File: src/rtl/operand_load_ctrl_pkg.sv
// Shared types and constants for the operand load controller.
//   ctrl_state_t    : FSM state encoding; it also drives state_dbg on the board display.
//   CTRL_MAX_CYCLES : default watchdog limit, in clk cycles, from exec_start to exec_done.
package operand_load_ctrl_pkg;

  typedef enum logic [2:0] {
    ST_IDLE   = 3'd0,
    ST_LOAD_X = 3'd1,
    ST_WAIT_Y = 3'd2,
    ST_LOAD_Y = 3'd3,
    ST_LAUNCH = 3'd4,
    ST_EXEC   = 3'd5,
    ST_DONE   = 3'd6,
    ST_ERROR  = 3'd7
  } ctrl_state_t;

  localparam int CTRL_MAX_CYCLES = 16;

endpackage

File: src/rtl/operand_load_ctrl_edge_detect_rise.sv
// 1-bit rising-edge detector.
//   clk  : system clock
//   rst  : asynchronous, active-low reset (clears the history bit)
//   din  : level input, already synchronized/debounced
//   rise : high in the cycle where din is 1 and was 0 in the previous cycle
module edge_detect_rise (
  input  logic clk,
  input  logic rst,
  input  logic din,
  output logic rise
);

  logic din_q;
  logic din_d;

  assign din_d = din;

  always_ff @(posedge clk or negedge rst) begin
    if (!rst) din_q <= 1'b0;
    else      din_q <= din_d;
  end

  // A held level produces exactly one rise.
  assign rise = din & ~din_q;

endmodule

File: src/rtl/operand_load_ctrl.sv
// Operand load controller for the DE2-115 flow.
// Each start key press advances the sequence: capture X, capture Y, then
// launch the execution unit and wait for its done pulse, with a watchdog
// that stops a hung unit from stalling the board forever.
//   clk, rst      : clock, asynchronous active-low reset
//   start_key     : debounced start level (edge-detected here)
//   loaded_x/y    : loaded flags from the X/Y operand registers
//   exec_done     : single-cycle completion pulse from the execution unit
//   load_x/load_y : one-cycle load strobes to the operand registers
//   exec_start    : one-cycle launch pulse to the execution unit
//   busy          : high from LOAD_X through EXEC
//   result_valid  : result presentable on the display
//   timeout_err   : watchdog expired, held until the next accepted start
//   state_dbg     : encoded current state for 7-segment/LED debug
module operand_load_ctrl
  import operand_load_ctrl_pkg::*;
#(
  parameter int MAX_CYCLES = CTRL_MAX_CYCLES
) (
  input  logic       clk,
  input  logic       rst,
  input  logic       start_key,
  input  logic       loaded_x,
  input  logic       loaded_y,
  input  logic       exec_done,
  output logic       load_x,
  output logic       load_y,
  output logic       exec_start,
  output logic       busy,
  output logic       result_valid,
  output logic       timeout_err,
  output logic [2:0] state_dbg
);

  localparam int CNT_W = $clog2(MAX_CYCLES + 1);
  localparam logic [CNT_W-1:0] WD_LAST = CNT_W'(MAX_CYCLES - 1);
  localparam logic [CNT_W-1:0] WD_SAT  = CNT_W'(MAX_CYCLES);

  ctrl_state_t      state_q, state_d;
  logic [CNT_W-1:0] wd_q, wd_d;
  logic             start_rise;

  edge_detect_rise u_start_edge (
    .clk  (clk),
    .rst  (rst),
    .din  (start_key),
    .rise (start_rise)
  );

  always_ff @(posedge clk or negedge rst) begin
    if (!rst) begin
      state_q <= ST_IDLE;
      wd_q    <= '0;
    end else begin
      state_q <= state_d;
      wd_q    <= wd_d;
    end
  end

  always_comb begin
    state_d = state_q;
    wd_d    = '0;
    unique case (state_q)
      // Idle and both terminal states accept a new run the same way.
      ST_IDLE, ST_DONE, ST_ERROR: if (start_rise) state_d = ST_LOAD_X;
      ST_LOAD_X:                  state_d = ST_WAIT_Y;
      ST_WAIT_Y:                  if (loaded_x && start_rise) state_d = ST_LOAD_Y;
      ST_LOAD_Y:                  state_d = ST_LAUNCH;
      ST_LAUNCH:                  if (loaded_y) state_d = ST_EXEC;
      ST_EXEC: begin
        // Completion wins over a watchdog expiry in the same cycle.
        if (exec_done)            state_d = ST_DONE;
        else if (wd_q == WD_LAST) state_d = ST_ERROR;
      end
      default:                    state_d = ST_IDLE;
    endcase

    // The counter already reads 1 in the first EXEC cycle (the launch cycle
    // counts as cycle 0), so expiry at MAX_CYCLES-1 lands ERROR exactly
    // MAX_CYCLES cycles after exec_start. Outside EXEC it is held at 0.
    if (state_d == ST_EXEC) begin
      wd_d = (wd_q == WD_SAT) ? wd_q : wd_q + 1'b1;
    end
  end

  // Moore decodes of the state register; exec_start additionally waits for
  // the Y register to confirm it has loaded.
  assign load_x       = (state_q == ST_LOAD_X);
  assign load_y       = (state_q == ST_LOAD_Y);
  assign exec_start   = (state_q == ST_LAUNCH) && loaded_y;
  assign busy         = (state_q == ST_LOAD_X) || (state_q == ST_WAIT_Y) ||
                        (state_q == ST_LOAD_Y) || (state_q == ST_LAUNCH) ||
                        (state_q == ST_EXEC);
  assign result_valid = (state_q == ST_DONE);
  assign timeout_err  = (state_q == ST_ERROR);
  assign state_dbg    = state_q;

endmodule

File: config.mk
export PLATFORM = sky130hd
export DESIGN_NAME = operand_load_ctrl
export DESIGN_NICKNAME = d
export VERILOG_FILES = /design/src/rtl/operand_load_ctrl_pkg.sv /design/src/rtl/operand_load_ctrl_edge_detect_rise.sv /design/src/rtl/operand_load_ctrl.sv
export SDC_FILE = /design/constraint.sdc
export NUM_CORES = 1
export LEC_CHECK = 0
export ABC_AREA = 1
export ABC_CLOCK_PERIOD_IN_PS = 1450
export CAP_MARGIN = 20
export CORE_AREA = 2 2 39 41
export DETAILED_ROUTE_END_ITERATION = 12
export DIE_AREA = 0 0 41 43
export DONT_BUFFER_PORTS = 1
export GPL_TIMING_DRIVEN = 1
export HOLD_SLACK_MARGIN = 0.12
export SLEW_MARGIN = 40
export SYNTH_ARGS = -nofsm -noshare
export SYNTH_HDL_FRONTEND = slang
export SYNTH_SLANG_ARGS = --single-unit
File: constraint.sdc
create_clock -name clk -period 1.45 [get_ports clk]
set_input_delay 0 -clock clk [delete_from_list [all_inputs] [get_ports clk]]
set_output_delay 0 -clock clk [all_outputs]
set_load 0.02 [all_outputs]
==> metrics.cfg <==
[logic_synthesis]
synth.top_cell.area_share = 0.3896
ys_seq_area_frac = 0.3896
synth_top_flop_cell = dfrtp_1
synth_area_leaders = dfrtp_1 39%, nor2_2 9.7%, nand2_1 7.8%, ha_1 6.5%, nand3_1 6.1%
yosysMostFrequentCell = nand2_1
synth_cells = 74
synth.net_count = 83
synth_area_um2 = 578.1
yosys_warnings = 0
syn_area_per_cell_um2 = 7.812
synth_largest_area_cell = dfrtp_1
ys_top_cells_by_count = 12 x nand2_1, 9 x dfrtp_1, 9 x inv_1, 9 x nor2_2
synth_edf_count = 0
yosys_register_bits = 9
synth.distinct_cells = 17
synth-async-reset-ratio = 1.000

[layout]
nFillCells = 142
area_growth_pct = 30.74
diodes = 0
finalNonFillerCells = 107
nNetsFinal = 101
utilization = 0.5461
layout-drive-gt1-share = 0.4176

[hold_path]
hp-start = start_key
min_path_type = primary input to flop
holdPathEnd = u_start_edge.din_q
hold-path-cell-count = 1

[timing]
fmaxAchievable_ghz = 0.6956
slew_headroom = 0.7290
slew_viol_final = 0
tightestPinTransition_ns = 0.4051
clock_skew_ns = 0.004039
fin_crit_sh = 0.9915
fin_setup_tns_ns = 0
rsz0062_at_grt = true
holdWs_ns = 0.3418
period_minus_slack_ns = 1.438
setup_viol = 0
hold_viol = 0

[clock_network]
cts_made_buffers = 3
cts_max_level = 1
clk_pin_slew_ns = 0.07
root_buffer = clkbuf_4
cts_tree = built
cts_sinks = 9
clk_latency_ns = 0.27
clockBufferDepth = 2

[worst_setup_path]
crit_slowest_cell = dfrtp_1
rr_worst_depth = 11
critPathLaunchType = flop
crit_chain = ha_2, nand2_2, nor2_2, ha_2, inv_2, nand2_2, nand2_2, nand2_4, nor2_4, nand2_4, nor2_4
arrival_ns = 1.64
reg2reg_from = wd_q[1]
max_stage_delay_ns = 0.39
rrSetupSlack_ns = 0.01
crit_start = wd_q[1]
critPathRequiredTime_ns = 1.65
crit_type = flop to flop
crit_family = simple AND/OR/NAND/NOR gates
path_buf_inv = 1
endpoint_kind = flop
crit_fanout = 5
worst_path_most_repeated_cell = nand2_2
r2r_end = wd_q[2]

[pwr]
combPwrFrac = 0.576
p_int_uw = 684.4
power_leakage_nw = 0.3706
irDropWorstVdd_mv = 0.7347
power_mw = 1.346
clockPowerShare = 0.147
swShare = 0.4913
switching_power_uw = 661.1
p_per_area_mw_per_mm2 = 1780
seqPwrFrac = 0.278

[floorplan]
die-height_um = 43
num_rows = 14
die_w_um = 41
fp.dieArea_mm2 = 0.001763
core_area_mm2 = 0.001384
io_pins = 15
initial_core_util = 0.4177

[place]
io_buffers = 0
dpl.hpwl_um = 757.5
place.gp.congestion = 0.6736
place_inst = 96

[routing]
wl_per_cell_um = 9.757
drc_errors = 0
drt-pass1-iter-count = 4
drtIter0Drc = 4
vias = 491
drt_wl_total_mm = 1.044
postRouteAntennaNets = 0
via_per_inst = 4.589

[global_routing]
grtUsageTotal = 0.1391
antenna_found_initial = 0
grt_pass1_wl_mm = 1.593
grt_pass1_vias = 433
grt_overflow = 0
grt_max_degree = 10

[run]
drv_cap = 0

[outcome]
status = finished clean

## through the flow
step                      instance area, um2  worst slack, ns
after floorplan                        578.1          0.08368
after global placement                 643.1          0.02351
after detailed placement               643.1          0.01746
after CTS                              733.2         0.004524
after global routing                   755.7         -0.07266
final                                  755.7          0.01231
## worst max path at each step
stage	endpoint	slack, ns	cells past startpoint
6_report	wd_q[2]	0.01	11
5_1_grt	wd_q[2]	-0.07	11
4_1_cts	wd_q[1]	0.005	11
3_5_place_dp	wd_q[2]	0.02	11
3_3_place_gp	wd_q[4]	0.02	11
2_1_floorplan	wd_q[2]	0.08	11
## power groups by stage
stage	clock network (mW)	registers (mW)	logic, mW
finish	0.197	0.374	0.775
global route	0.208	0.383	0.859
CTS	0.202	0.374	0.750
detailed placement	0	0.378	0.727
global placement	0	0.379	0.724
floorplan	0	0.427	0.516
## layer usage
layer  global-route usage  wire length, um  vias up
met4              0.08000               14        0
met1               0.1533              422      215
li1                     -                -      260
met2               0.2188              553       14
met5                    0                0        -
met3              0.04712               53        2
## cells by family (layout without fill, tap and decap cells)
family,after synthesis,in the layout,synth area share
xor gates and xnor gates,2,2,0.03031
and+or+nand+nor,45,45,0.4156
buffers and inverters,14,31,0.09089
AOI/OAI and AO/OA,1,1,0.008650
DFF,9,9,0.3896
adders and majority gates,3,3,0.06494
## what timing repair did
item / CTS / global route
endpoints found under the hold margin: 13 / 0
setup endpoints to repair: 1 / 5
gates resized for setup: 1 / 7
hold buffers: 6 / 0
buffers inserted: 0 / 1
pin swaps: 1 / 2
cloned: 0 / 0
## state kept, by name, summed over array words and instances, names as in the netlist
name	cells
wd_q	5
state_dbg	3
u_start_edge.din_q	1
## final cells by class
cell class / count / area [um2] / area share
clock buffer: 3 / 22.52 / 0.02980
tap: 16 / 20.02 / 0.02649
multi-input combinational: 51 / 317.8 / 0.4205
inverter: 14 / 52.55 / 0.06954
sequential: 9 / 225.2 / 0.2980
timing repair buffer: 13 / 112.6 / 0.1490
clock inverter: 1 / 5.005 / 0.006623
## layout by cell type, fill, tap and decap left out, types with 2 or more instances in the layout
| cell type | n |
|---|---|
| dlygate4sd3_1 | 6 |
| nor2_2 | 9 |
| dfrtp_1 | 9 |
| nand3_1 | 7 |
| inv_1 | 8 |
| nand2_1 | 10 |
| ha_2 | 2 |
| nand2_2 | 6 |
| nand2_4 | 2 |
| inv_2 | 5 |
| xor2_1 | 2 |
| clkbuf_4 | 3 |
| nor2_1 | 6 |
| nor2_4 | 2 |
| buf_4 | 7 |
(Power assumes the default switching activity.)
